$ cat src/rtl/angle_range_reducer.sv
// angle_range_reducer
//   Pre-stage for the fixed-point cosine Taylor stage. It takes a signed Q.10
//   angle and reduces |angle| modulo 2*pi with a fixed-latency shift-subtract
//   loop. It then folds the remainder into [0, pi/2] and reports whether the
//   downstream cosine result must be negated.
//
// Ports
//   clock          in   rising-edge clock
//   reset          in   synchronous, active-high reset
//   start          in   conversion request, sampled only while idle
//   angle_in       in   W-bit signed Q.10 angle (two's complement)
//   ready_out      out  result valid (level), cleared when the next start is accepted
//   reduced_angle  out  folded angle in [0, HALF_PI], unsigned in W bits
//   negate_out     out  1 = downstream cosine result must be negated
//   quadrant       out  quadrant (0..3) of the reduced angle
module angle_range_reducer #(
  parameter int W             = 24,
  parameter int TWO_PI        = 6434,
  parameter int PI            = 3217,
  parameter int HALF_PI       = 1608,
  parameter int THREE_HALF_PI = 4825
) (
  input  logic         clock,
  input  logic         reset,
  input  logic         start,
  input  logic [W-1:0] angle_in,
  output logic         ready_out,
  output logic [W-1:0] reduced_angle,
  output logic         negate_out,
  output logic [1:0]   quadrant
);

  typedef enum logic [1:0] {
    IDLE   = 2'd0,
    REDUCE = 2'd1,
    FOLD   = 2'd2,
    DONE   = 2'd3
  } state_t;

  // Magnitude needs one extra bit so that |-2^(W-1)| = 2^(W-1) is representable.
  localparam int MW = W + 1;

  localparam logic [MW-1:0] TWO_PI_M        = MW'(TWO_PI);
  localparam logic [MW-1:0] PI_M            = MW'(PI);
  localparam logic [MW-1:0] HALF_PI_M       = MW'(HALF_PI);
  localparam logic [MW-1:0] THREE_HALF_PI_M = MW'(THREE_HALF_PI);

  state_t          state_r;
  logic [MW-1:0]   mag_r;
  logic [3:0]      k_r;

  logic [MW-1:0]   trial_s;
  logic [MW-1:0]   diff_s;
  logic            ge_s;
  logic [W-1:0]    fold_angle_s;
  logic            fold_neg_s;
  logic [1:0]      fold_quad_s;

  // Absolute value of a signed W-bit angle, widened to W+1 bits.
  function automatic logic [MW-1:0] abs_ext(input logic [W-1:0] a);
    logic [MW-1:0] ext;
    ext = {a[W-1], a};
    if (a[W-1]) begin
      abs_ext = ~ext + {{(MW-1){1'b0}}, 1'b1};
    end else begin
      abs_ext = ext;
    end
  endfunction

  // One reduction step: compare and subtract TWO_PI scaled by 2^k.
  always_comb begin
    trial_s = TWO_PI_M << k_r;
    ge_s    = (mag_r >= trial_s);
    diff_s  = mag_r - trial_s;
  end

  // Fold the remainder r in [0, TWO_PI) into [0, HALF_PI]; bounds are inclusive.
  always_comb begin
    fold_angle_s = {W{1'b0}};
    fold_neg_s   = 1'b0;
    fold_quad_s  = 2'd0;
    if (mag_r <= HALF_PI_M) begin
      fold_angle_s = W'(mag_r);
      fold_neg_s   = 1'b0;
      fold_quad_s  = 2'd0;
    end else if (mag_r <= PI_M) begin
      fold_angle_s = W'(PI_M - mag_r);
      fold_neg_s   = 1'b1;
      fold_quad_s  = 2'd1;
    end else if (mag_r <= THREE_HALF_PI_M) begin
      fold_angle_s = W'(mag_r - PI_M);
      fold_neg_s   = 1'b1;
      fold_quad_s  = 2'd2;
    end else begin
      fold_angle_s = W'(TWO_PI_M - mag_r);
      fold_neg_s   = 1'b0;
      fold_quad_s  = 2'd3;
    end
  end

  // Control FSM, reduction datapath and registered outputs.
  always_ff @(posedge clock) begin
    if (reset) begin
      state_r       <= IDLE;
      mag_r         <= {MW{1'b0}};
      k_r           <= 4'd0;
      ready_out     <= 1'b0;
      reduced_angle <= {W{1'b0}};
      negate_out    <= 1'b0;
      quadrant      <= 2'd0;
    end else begin
      case (state_r)
        IDLE: begin
          if (start) begin
            mag_r     <= abs_ext(angle_in);
            k_r       <= 4'd10;
            ready_out <= 1'b0;
            state_r   <= REDUCE;
          end else begin
            state_r   <= IDLE;
          end
        end
        REDUCE: begin
          if (ge_s) begin
            mag_r <= diff_s;
          end else begin
            mag_r <= mag_r;
          end
          // k=0 is the last step; k stays 0 until the next accepted start.
          if (k_r == 4'd0) begin
            state_r <= FOLD;
          end else begin
            k_r     <= k_r - 4'd1;
          end
        end
        FOLD: begin
          reduced_angle <= fold_angle_s;
          negate_out    <= fold_neg_s;
          quadrant      <= fold_quad_s;
          ready_out     <= 1'b1;
          state_r       <= DONE;
        end
        DONE: begin
          // Wait for start to drop so one request yields exactly one conversion.
          if (!start) begin
            state_r <= IDLE;
          end else begin
            state_r <= DONE;
          end
        end
        default: begin
          state_r <= IDLE;
        end
      endcase
    end
  end

endmodule

$ cat config.mk
export PLATFORM = sky130hd
export DESIGN_NAME = angle_range_reducer
export DESIGN_NICKNAME = d
export VERILOG_FILES = /design/src/rtl/angle_range_reducer.sv
export SDC_FILE = /design/constraint.sdc
export NUM_CORES = 1
export LEC_CHECK = 0
export CORE_AREA = 4 4 122 124
export CTS_BUF_LIST = sky130_fd_sc_hd__clkbuf_4 sky130_fd_sc_hd__clkbuf_8
export DETAILED_ROUTE_END_ITERATION = 10
export DIE_AREA = 0 0 126 128
export PLACE_DENSITY = 0.68
export SLEW_MARGIN = 20
export SYNTH_ARGS = -nofsm -noshare
export SYNTH_HDL_FRONTEND = slang
export SYNTH_SLANG_ARGS = --single-unit
$ cat constraint.sdc
create_clock -name clock -period 3.2 [get_ports clock]
set_input_delay 0.32 -clock clock [delete_from_list [all_inputs] [get_ports clock]]
set_output_delay 0.32 -clock clock [all_outputs]
set_load 0.03 [all_outputs]
# == After elaboration in Yosys (flattened, before gate mapping) ==
# Cells that the tools add are included.
# W data, S select, Z words.
# op_classes
n_addsub,6
n_lt_le_gt_ge,4
n_eq_ne,7
shifts,1
muxes,22
bitwise_logic,1
n_reduce_logical,7
# ops
operator,count
$mux W25,3
$mux W24,3
$pmux W25 S2,1
$add A25 B1 Y25 const B,1
$ge A25 B25 Y1,1
$le A25 B11 Y1 const B,1
$le A25 B12 Y1 const B,1
$le A25 B13 Y1 const B,1
$not A25 Y25,1
$shl A13 B4 Y25 const A,1
$sub A25 B25 Y25,1
$sub A12 B24 Y24 const A,1
$sub A13 B24 Y24 const A,1
$sub A24 B12 Y24 const B,1
$mux W2,4
$mux W4,2
$ne A2 B2 Y1 const B,4
$pmux W2 S4,1
$pmux W4 S2,1
$mux W1,6
$reduce_and A3 Y1,2
$eq A2 B2 Y1 const B,2
$logic_not A4 Y1,1
$reduce_bool A2 Y1,2
other kinds (5),5
# totals
ff_bits,59
output_inout_bits,28
elab_cells,55

# == Depth between registers and ports, before layout ==
# Gate-level depths: netlist of run 1.
# logic_depth
depth_word,5
ltp_mapped,17
ltp_nobuf,14

# == Worst setup path after synthesis of run 1 ==
# OpenSTA, ideal clock, no wires.
# synth_timing
path_type,reg-to-reg
start,reg k_r[1]
end,reg mag_r[23]
setup_time_ps,132
arrival_time_ps,3294
required_time_ps,3068
path_slack_ps,-226
path_stages_with_launch,17
n_path_buf,3
synth_period_minus_slack_ps,3426
path_cell_list,dfxtp_1 -> inv_1 -> ha_1 -> inv_1 -> o21ai_0 -> mux2i_1 -> ha_1 -> clkbuf_1 -> nand4_1 -> a211oi_1 -> o32ai_2 -> o31a_1 -> and2_1 -> buf_2 -> buf_2 -> a21oi_1 -> nor3_1
# synth_between
elab_chain_len,4
word_cells_on_any_way,7
cone_classes,add/sub (1); order compare (1); eq/ne (1); shift (1); mux (2); reduce/logical (1)
# synth_lines
item,line,source
"start, declared",50,logic [3:0] k_r;
"start signal, assigned",133,k_r <= k_r - 4'd1;
$shl A13 B4 Y25 *,72,trial_s = TWO_PI_M << k_r;
$sub A25 B25 Y25 / $ge A25 B25 Y1 (equally long branches),"74, 73",
$mux W25 / $ne A2 B2 Y1 (equally long branches),-,
$pmux W25 S2 / $reduce_and A3 Y1 (equally long branches),-,
"end signal, assigned",115,mag_r <= abs_ext(angle_in);
"end signal, assigned",125,mag_r <= diff_s;
"end signal, assigned",127,mag_r <= mag_r;
"end, declared",49,logic [MW-1:0] mag_r;
# Every way passes the cells marked *; elsewhere a longest branch is shown, timed or not. The select of a mux whose other input is x is not followed.
# A chain may end at the register's enable or synchronous reset.

# == Worst setup path in the final report of run 1 ==
# layout_timing
start,reg k_r[1]
end,reg mag_r[14]
# The elaborated chain is that of the path after synthesis.

==> run_results.csv, run 1 <==
group,metric,value,unit
routing,drc,0,
cts,clock_insertion_delay_worst_skew,0.35,ns
finish,n_antenna_cell,0,
worst_setup_path,timing.critical_path.buf_inv,2,
sta,hold_ws,0.4659,ns
yosys,total_of_flip_flops_plus_latches_after_synthesis,59,
yosys,synthesized_net_count,832,
die,chipWidth,126,microns
worst_setup_path,crit_chain,"inv_6 -> ha_4 -> mux2i_4 -> mux2i_1 -> ha_1 -> nand4_1 -> or4_4 -> nor4_4 -> o31ai_2 -> o31a_1 -> and2_4 -> buf_8 -> a211oi_2 -> a211oi_2",
yosys,number_of_enable_type_register_cells_in_the_synthesized_netlist,0,
routing,drt_wl_total,19090,microns
yosys,yosysWarnings,0,
routing,wl_met2,8490,microns
yosys,area_share_of_the_largest_cell_type_after_synthesis,20.88,%
sta,unrepaired_setup_endpoints_after_global_routing,"yes",
worst_setup_path,timing.critical_path.max_delay_family,"simple AND/OR/NAND/NOR gates",
routing,route.vias.total,6419,
routing,dr.pass1.iters,7,
cts,ctsRootBufferMaster,"sky130_fd_sc_hd__clkbuf_8",
die,io_pins,55,
yosys,postSynth.asyncResetShare,0,%
die,core.rowCount,43,
worst_setup_path,r2r-start,"k_r[1]",
yosys,synth_area_leaders,"sky130_fd_sc_hd__dfxtp_1 21%, sky130_fd_sc_hd__ha_1 8.0%, sky130_fd_sc_hd__nor2_1 5.5%",
pwr,static-leakage-power,3.149,nW
cts,cts.clk_slew.worst_paths,0.08,ns
pwr,power.density,1378,nW/um^2
job,cap_violations,0,
worst_setup_path,crit_arrival,3.61,ns
yosys,mean_instance_size_in_the_synthesized_netlist,7.358,sq um
cts,clockBufferDepth,2,
routing,routed_via_density,5.814,
yosys,synth_seq_area_share,20.88,%
worst_setup_path,critical_path.max_fanout,8,
sta,max_clock_freq,295.2,MHz
finish,layoutNonFillerInstCount,1104,
worst_setup_path,crit_path_start_kind,"flop",
sta,finalWorstPathRequiredPeriod,3.388,ns
worst_setup_path,critical_path.slowest_cell,"sky130_fd_sc_hd__or4_4",
run_status,failing_checks,"negative setup slack",
grt,grt.overflow.total,0,
placed_design,final_hpwl_from_detailed_placement,14240,microns
cts,tritoncts,"yes",
grt,grt_pass1_wl,30100,microns
yosys,synthesis.instances,769,
finish,layout-area-overhead-vs-synth,37.06,%
routing,met1Wirelength,8506,microns
finish,nets,982,
die,dieArea,16130,sq um
sta,final_min_period_over_clock_period,105.9,%
pwr,ir_drop,512.4,uV
routing,top_layer_used,"met4",
finish,finalCoreUtilization,56.30,%
hold_path,min-delay-start,"quadrant[0]",
run_status,run_status,"finished, violations left",
yosys,synth_area_leader_cell,"sky130_fd_sc_hd__dfxtp_1",
routing,wl_per_cell,17.29,microns
grt,pin_count_of_the_biggest_net_entering_global_routing,46,
sta,totalNegativeSetupSlack,-2.788,ns
cts,hold_buffers,0,
finish,commonest_cells_after_routing_fill_and_taps_aside,"125 x sky130_fd_sc_hd__buf_4, 83 x sky130_fd_sc_hd__nor2_1, 77 x sky130_fd_sc_hd__nand2_1",
routing,dr_wl_met3,1211,microns
yosys,synth-main-ff-cell,"sky130_fd_sc_hd__dfxtp_1",
worst_setup_path,critical_path.endpoint_type,"flop",
yosys,synth.distinct_cells,76,
sta,fin_worst_skew,0.01461,ns
cts,cts-buffers-inserted,9,
sta,timing_max_transition_violations_final,0,
worst_setup_path,worst_path_largest_cell_delay,0.57,ns
grt,vias_in_the_first_global_route,5898,
sta,setup_viol_count_final,23,
sta,setup_ws,-0.1880,ns
routing,ant_nets,0,
worst_setup_path,worst_path_required,3.42,ns
finish,drive_above_1_share,24.68,%
die,dieHeight,128,microns
hold_path,hold_class,"reg -> reg",
sta,timing.max_slew.rel_slack,44.25,%
grt,grt_antenna_before_repair,0,
placed_design,place.port_buffers,54,
worst_setup_path,worstSetupPathType,"reg -> reg",
placed_design,gp_congestion,0.9529,
die,start_util,41.08,%
cts,htree_num_levels,3,
grt,track_usage,22.74,%
finish,commonest_non_fill_non_tap_cell_in_the_layout,"sky130_fd_sc_hd__buf_4",
sta,tightestPinTransition,0.8362,ns
die,coreArea,13770,sq um
worst_setup_path,worstSetupStartpoint,"k_r[1]",
routing,drt-initial-drc-count,550,
worst_setup_path,cp_common_cell,"sky130_fd_sc_hd__a211oi_2",
placed_design,post-place-cells,1067,
yosys,synth.cell_area,5658,sq um
pwr,power.total,10.68,mW
sta,timing_hold_violations_final,0,
cts,cts.sink_count,59,
[area by class of cell]
class / instances / area (sq um)
fill: 1318 / 6018
multi-input combinational: 636 / 4403
timing repair buffer: 188 / 1615
sequential: 59 / 1192
tap: 180 / 225.2
clock buffer: 15 / 187.7
inverter: 25 / 101.3
clock inverter: 1 / 30.03
[cell families after synthesis]
family | synth area share (%)
and+or+nand+nor | 25.79
buffers and inverters | 5.595
adders and majority gates | 7.961
AOI/OAI and AO/OA | 29.41
xor gates and xnor gates | 8.049
muxes | 2.322
DFF | 20.88
[through the flow]
| stage | cell area (sq um) | worst slack [ns] |
|---|---|---|
| floorplan | 5679 | 0.01635 |
| global placement | 7077 | -0.3932 |
| detailed placement | 7077 | -0.3961 |
| CTS | 7500 | -0.04539 |
| global route | 7755 | -0.2598 |
| finish | 7755 | -0.1880 |
[cells in the mapped netlist, types with 22 or more instances]
| master | count |
|---|---|
| sky130_fd_sc_hd__inv_1 | 24 |
| sky130_fd_sc_hd__nand3_1 | 22 |
| sky130_fd_sc_hd__nor2_1 | 83 |
| sky130_fd_sc_hd__clkbuf_1 | 29 |
| sky130_fd_sc_hd__a211oi_1 | 35 |
| sky130_fd_sc_hd__nand2_1 | 78 |
| sky130_fd_sc_hd__a21oi_1 | 55 |
| sky130_fd_sc_hd__xnor2_1 | 23 |
| sky130_fd_sc_hd__ha_1 | 36 |
| sky130_fd_sc_hd__nor3_1 | 22 |
| sky130_fd_sc_hd__dfxtp_1 | 59 |
| sky130_fd_sc_hd__o21ai_0 | 49 |
| sky130_fd_sc_hd__xor2_1 | 29 |
[worst min-delay path, delay by kind of cell, from the launching register on]
kind,cells,cell delay (ns)
DFF,1,0.31
and+or+nand+nor,1,0.05
AOI/OAI and AO/OA,1,0.05
[metal layers]
layer  vias up  track usage (%)
met1      2942            29.88
met4         0            10.47
met3        66            3.583
met2       275            36.71
li1       3136                -
met5         -                0
[final timing paths]
kind	slack, ns	end	cells past startpoint
hold reg to reg	0.47	quadrant[0]	2
hold / removal	0.47	quadrant[0]	2
setup / recovery	-0.19	mag_r[14]	14
setup reg to reg	-0.19	mag_r[14]	14
[power breakdown]
part,internal [mW],switching [mW],total [mW]
Combinational,4.04,4.58,8.62
Clock,0.451,0.298,0.748
Sequential,0.983,0.333,1.32
Total,5.47,5.21,10.7
[flip-flops by register name, indices dropped and copies added, names as in the netlist]
name / count
negate_out: 1
mag_r: 25
state_r: 2
k_r: 4
ready_out: 1
reduced_angle: 24
quadrant: 2
[timing repair]
action | in CTS | in global routing
gates resized for setup | 35 | 38
pin swaps | 15 | 33
setup buffers | 10 | 9
cloned | 0 | 2
setup endpoints to repair | 24 | 29
Power figures use the tool's default switching activity.
==> inputs of run 2 (changes only) <==
--- a/config.mk
+++ b/config.mk
@@ -9,7 +9,7 @@
 export CTS_BUF_LIST = sky130_fd_sc_hd__clkbuf_4 sky130_fd_sc_hd__clkbuf_8
 export DETAILED_ROUTE_END_ITERATION = 10
 export DIE_AREA = 0 0 126 128
-export PLACE_DENSITY = 0.68
+export PLACE_DENSITY = 0.65
 export SLEW_MARGIN = 20
 export SYNTH_ARGS = -nofsm -noshare
 export SYNTH_HDL_FRONTEND = slang
==> constraint.sdc (replaced) <==
create_clock -name clock -period 4 [get_ports clock]
set_input_delay 1.2 -clock clock [delete_from_list [all_inputs] [get_ports clock]]
set_output_delay 1.2 -clock clock [all_outputs]
set_load 0.03 [all_outputs]
==> run_results.csv, run 2 (same netlist as run 1, synthesis figures left out) <==
group,metric,value,unit
cts,clockBufferDepth,2,
finish,top_register,"mag_r",
sta,fin_worst_skew,0.01936,ns
die,dieArea,16130,sq um
placed_design,place.port_buffers,54,
sta,timing_hold_violations_final,0,
cts,tritoncts,"yes",
hold_path,hold_class,"reg -> reg",
sta,tightestPinTransition,0.6909,ns
pwr,p_comb_share,76.9,%
cts,hold_buffers,0,
worst_setup_path,r2r_setup_slack,0.20,ns
pwr,power.share.sequential,15.3,%
sta,timing.max_slew.rel_slack,53.84,%
finish,nFillCells,1419,
placed_design,gp_congestion,0.9483,
pwr,static-leakage-power,2.723,nW
finish,commonest_non_fill_non_tap_cell_in_the_layout,"sky130_fd_sc_hd__nor2_1",
finish,area_occupied_by_registers,1181,sq um
routing,drc,0,
finish,multi_input_comb_area,4188,sq um
sta,final_min_period_over_clock_period,94.88,%
cts,htree_num_levels,3,
sta,unrepaired_setup_endpoints_after_global_routing,"no",
pwr,power.total,7.223,mW
pwr,power.switching,3.754,mW
sta,timing_max_transition_violations_final,0,
run_status,run_status,"finished clean",
routing,drt-initial-drc-count,460,
cts,cts-buffers-inserted,9,
sta,totalNegativeSetupSlack,0,ns
worst_setup_path,crit_arrival,4.03,ns
pwr,power.density,1047,nW/um^2
die,chipWidth,126,microns
grt,grt_pass1_wl,30260,microns
placed_design,final_hpwl_from_detailed_placement,14780,microns
die,start_util,41.08,%
grt,grt.overflow.total,0,
cts,cts.sink_count,59,
pwr,ir_drop,308.4,uV
pwr,swShare,51.97,%
finish,drive_above_1_share,13.41,%
sta,max_clock_freq,263.5,MHz
worst_setup_path,r2r-start,"k_r[0]",
worst_setup_path,worst-r2r-cell-count,15,
finish,n_antenna_cell,0,
hold_path,holdPathStages,2,
pwr,share_clk_of_total_power,7.8,%
grt,vias_in_the_first_global_route,5904,
grt,track_usage,23.13,%
finish,nets,908,
worst_setup_path,worst_path_required,4.24,ns
routing,routed_via_density,5.927,
sta,finalWorstPathRequiredPeriod,3.795,ns
sta,setup_viol_count_final,0,
die,coreArea,13770,sq um
hold_path,hold_end,"quadrant[0]",
hold_path,min-delay-start,"quadrant[0]",
finish,number_of_flip_flops_in_the_largest_register,25,
finish,top_regs,"mag_r: 25 flops, reduced_angle: 24 flops, k_r: 4 flops",
sta,hold_ws,0.4654,ns
routing,drt_wl_total,18760,microns
worst_setup_path,timing.rr.end,"mag_r[13]",
routing,ant_nets,0,
finish,layout-area-overhead-vs-synth,21.89,%
grt,pin_count_of_the_biggest_net_entering_global_routing,40,
routing,wl_per_cell,18.21,microns
worst_setup_path,critical_path.max_fanout,8,
job,cap_violations,0,
routing,dr.pass1.iters,5,
die,core.rowCount,43,
routing,route.vias.total,6105,
worst_setup_path,crit_path_start_kind,"flop",
cts,ctsRootBufferMaster,"sky130_fd_sc_hd__clkbuf_8",
die,io_pins,55,
cts,cts.clk_slew.worst_paths,0.07,ns
finish,commonest_cells_after_routing_fill_and_taps_aside,"83 x sky130_fd_sc_hd__nor2_1, 78 x sky130_fd_sc_hd__nand2_1, 59 x sky130_fd_sc_hd__dfxtp_1",
die,dieHeight,128,microns
grt,grt_antenna_before_repair,1,
worst_setup_path,critical_path.endpoint_type,"flop",
cts,clock_insertion_delay_worst_skew,0.37,ns
worst_setup_path,worstSetupPathType,"reg -> reg",
pwr,intPower,3.469,mW
## run 2: cell count changes in the layout (fill, tap and decap cells not counted), sizes merged
| cell | previous run | this run |
|---|---|---|
| clkbuf | 17 | 11 |
| clkinv | 0 | 3 |
| clkinvlp | 0 | 1 |
| buf | 133 | 61 |
## run 2: worst max path at each step
stage | start | to | slack (ns) | depth (start not counted)
final | k_r[0] | mag_r[13] | 0.20 | 15
after global routing | k_r[0] | mag_r[3] | 0.007 | 16
after CTS | k_r[0] | mag_r[13] | 0.19 | 15
after detailed placement | angle_in[5] | mag_r[21] | 0.08 | 9
after global placement | angle_in[5] | mag_r[21] | 0.10 | 9
after floorplan | k_r[1] | mag_r[23] | 0.57 | 16
## run 2: layout make-up
class / instances / share of cell area, %
multi-input combinational: 636 / 60.72
inverter: 25 / 1.361
clock buffer: 11 / 2.104
clock inverter: 5 / 0.7620
tap: 180 / 3.266
sequential: 59 / 17.13
timing repair buffer: 114 / 14.66
## run 2: critical path: stages, from the launching register on
cell	delay [ns]
sky130_fd_sc_hd__dfxtp_1	0.39
sky130_fd_sc_hd__inv_1	0.13
sky130_fd_sc_hd__ha_2	0.42
sky130_fd_sc_hd__inv_1	0.08
sky130_fd_sc_hd__o21ai_0	0.23
sky130_fd_sc_hd__mux2i_1	0.13
sky130_fd_sc_hd__ha_2	0.41
sky130_fd_sc_hd__nand4_1	0.23
sky130_fd_sc_hd__a211oi_1	0.33
sky130_fd_sc_hd__buf_4	0.19
sky130_fd_sc_hd__o32ai_2	0.09
sky130_fd_sc_hd__o31a_1	0.31
sky130_fd_sc_hd__and2_2	0.25
sky130_fd_sc_hd__buf_12	0.14
sky130_fd_sc_hd__a211oi_1	0.25
sky130_fd_sc_hd__nor3_1	0.09
## run 2: metal layers
metal	vias to the layer above	global-route usage, %	part of all wire, %
met3	47	3.250	5.7
met1	2818	29.54	45
met5	-	0	0.069
met4	2	10.54	3.6
li1	2992	-	-
met2	246	38.75	46
## run 2: timing repair
action,4_1_cts,5_1_grt
setup buffers,0,0
resized for setup,0,6
endpoints found under the hold margin,0,0
endpoints found under the setup margin,0,20
## run 2: power by group through the flow
stage	logic (mW)	clock network (mW)	registers [mW]
2_1_floorplan	3.74	0	1.05
3_3_place_gp	5.41	0	1.11
3_5_place_dp	5.43	0	1.12
4_1_cts	5.46	0.573	1.10
5_1_grt	6.10	0.591	1.14
6_report	5.56	0.560	1.11
## run 2: stage by stage
stage	instance area (sq um)	std cells	setup slack, ns	utilization [%]
floorplan	5658	769	0.5743	-
global placement	6679	1014	0.1025	48.49
detailed placement	6679	1014	0.08236	48.49
CTS	6877	1030	0.1891	49.93
global route	6897	1030	0.006585	50.07
finish	6897	1030	0.2048	50.07
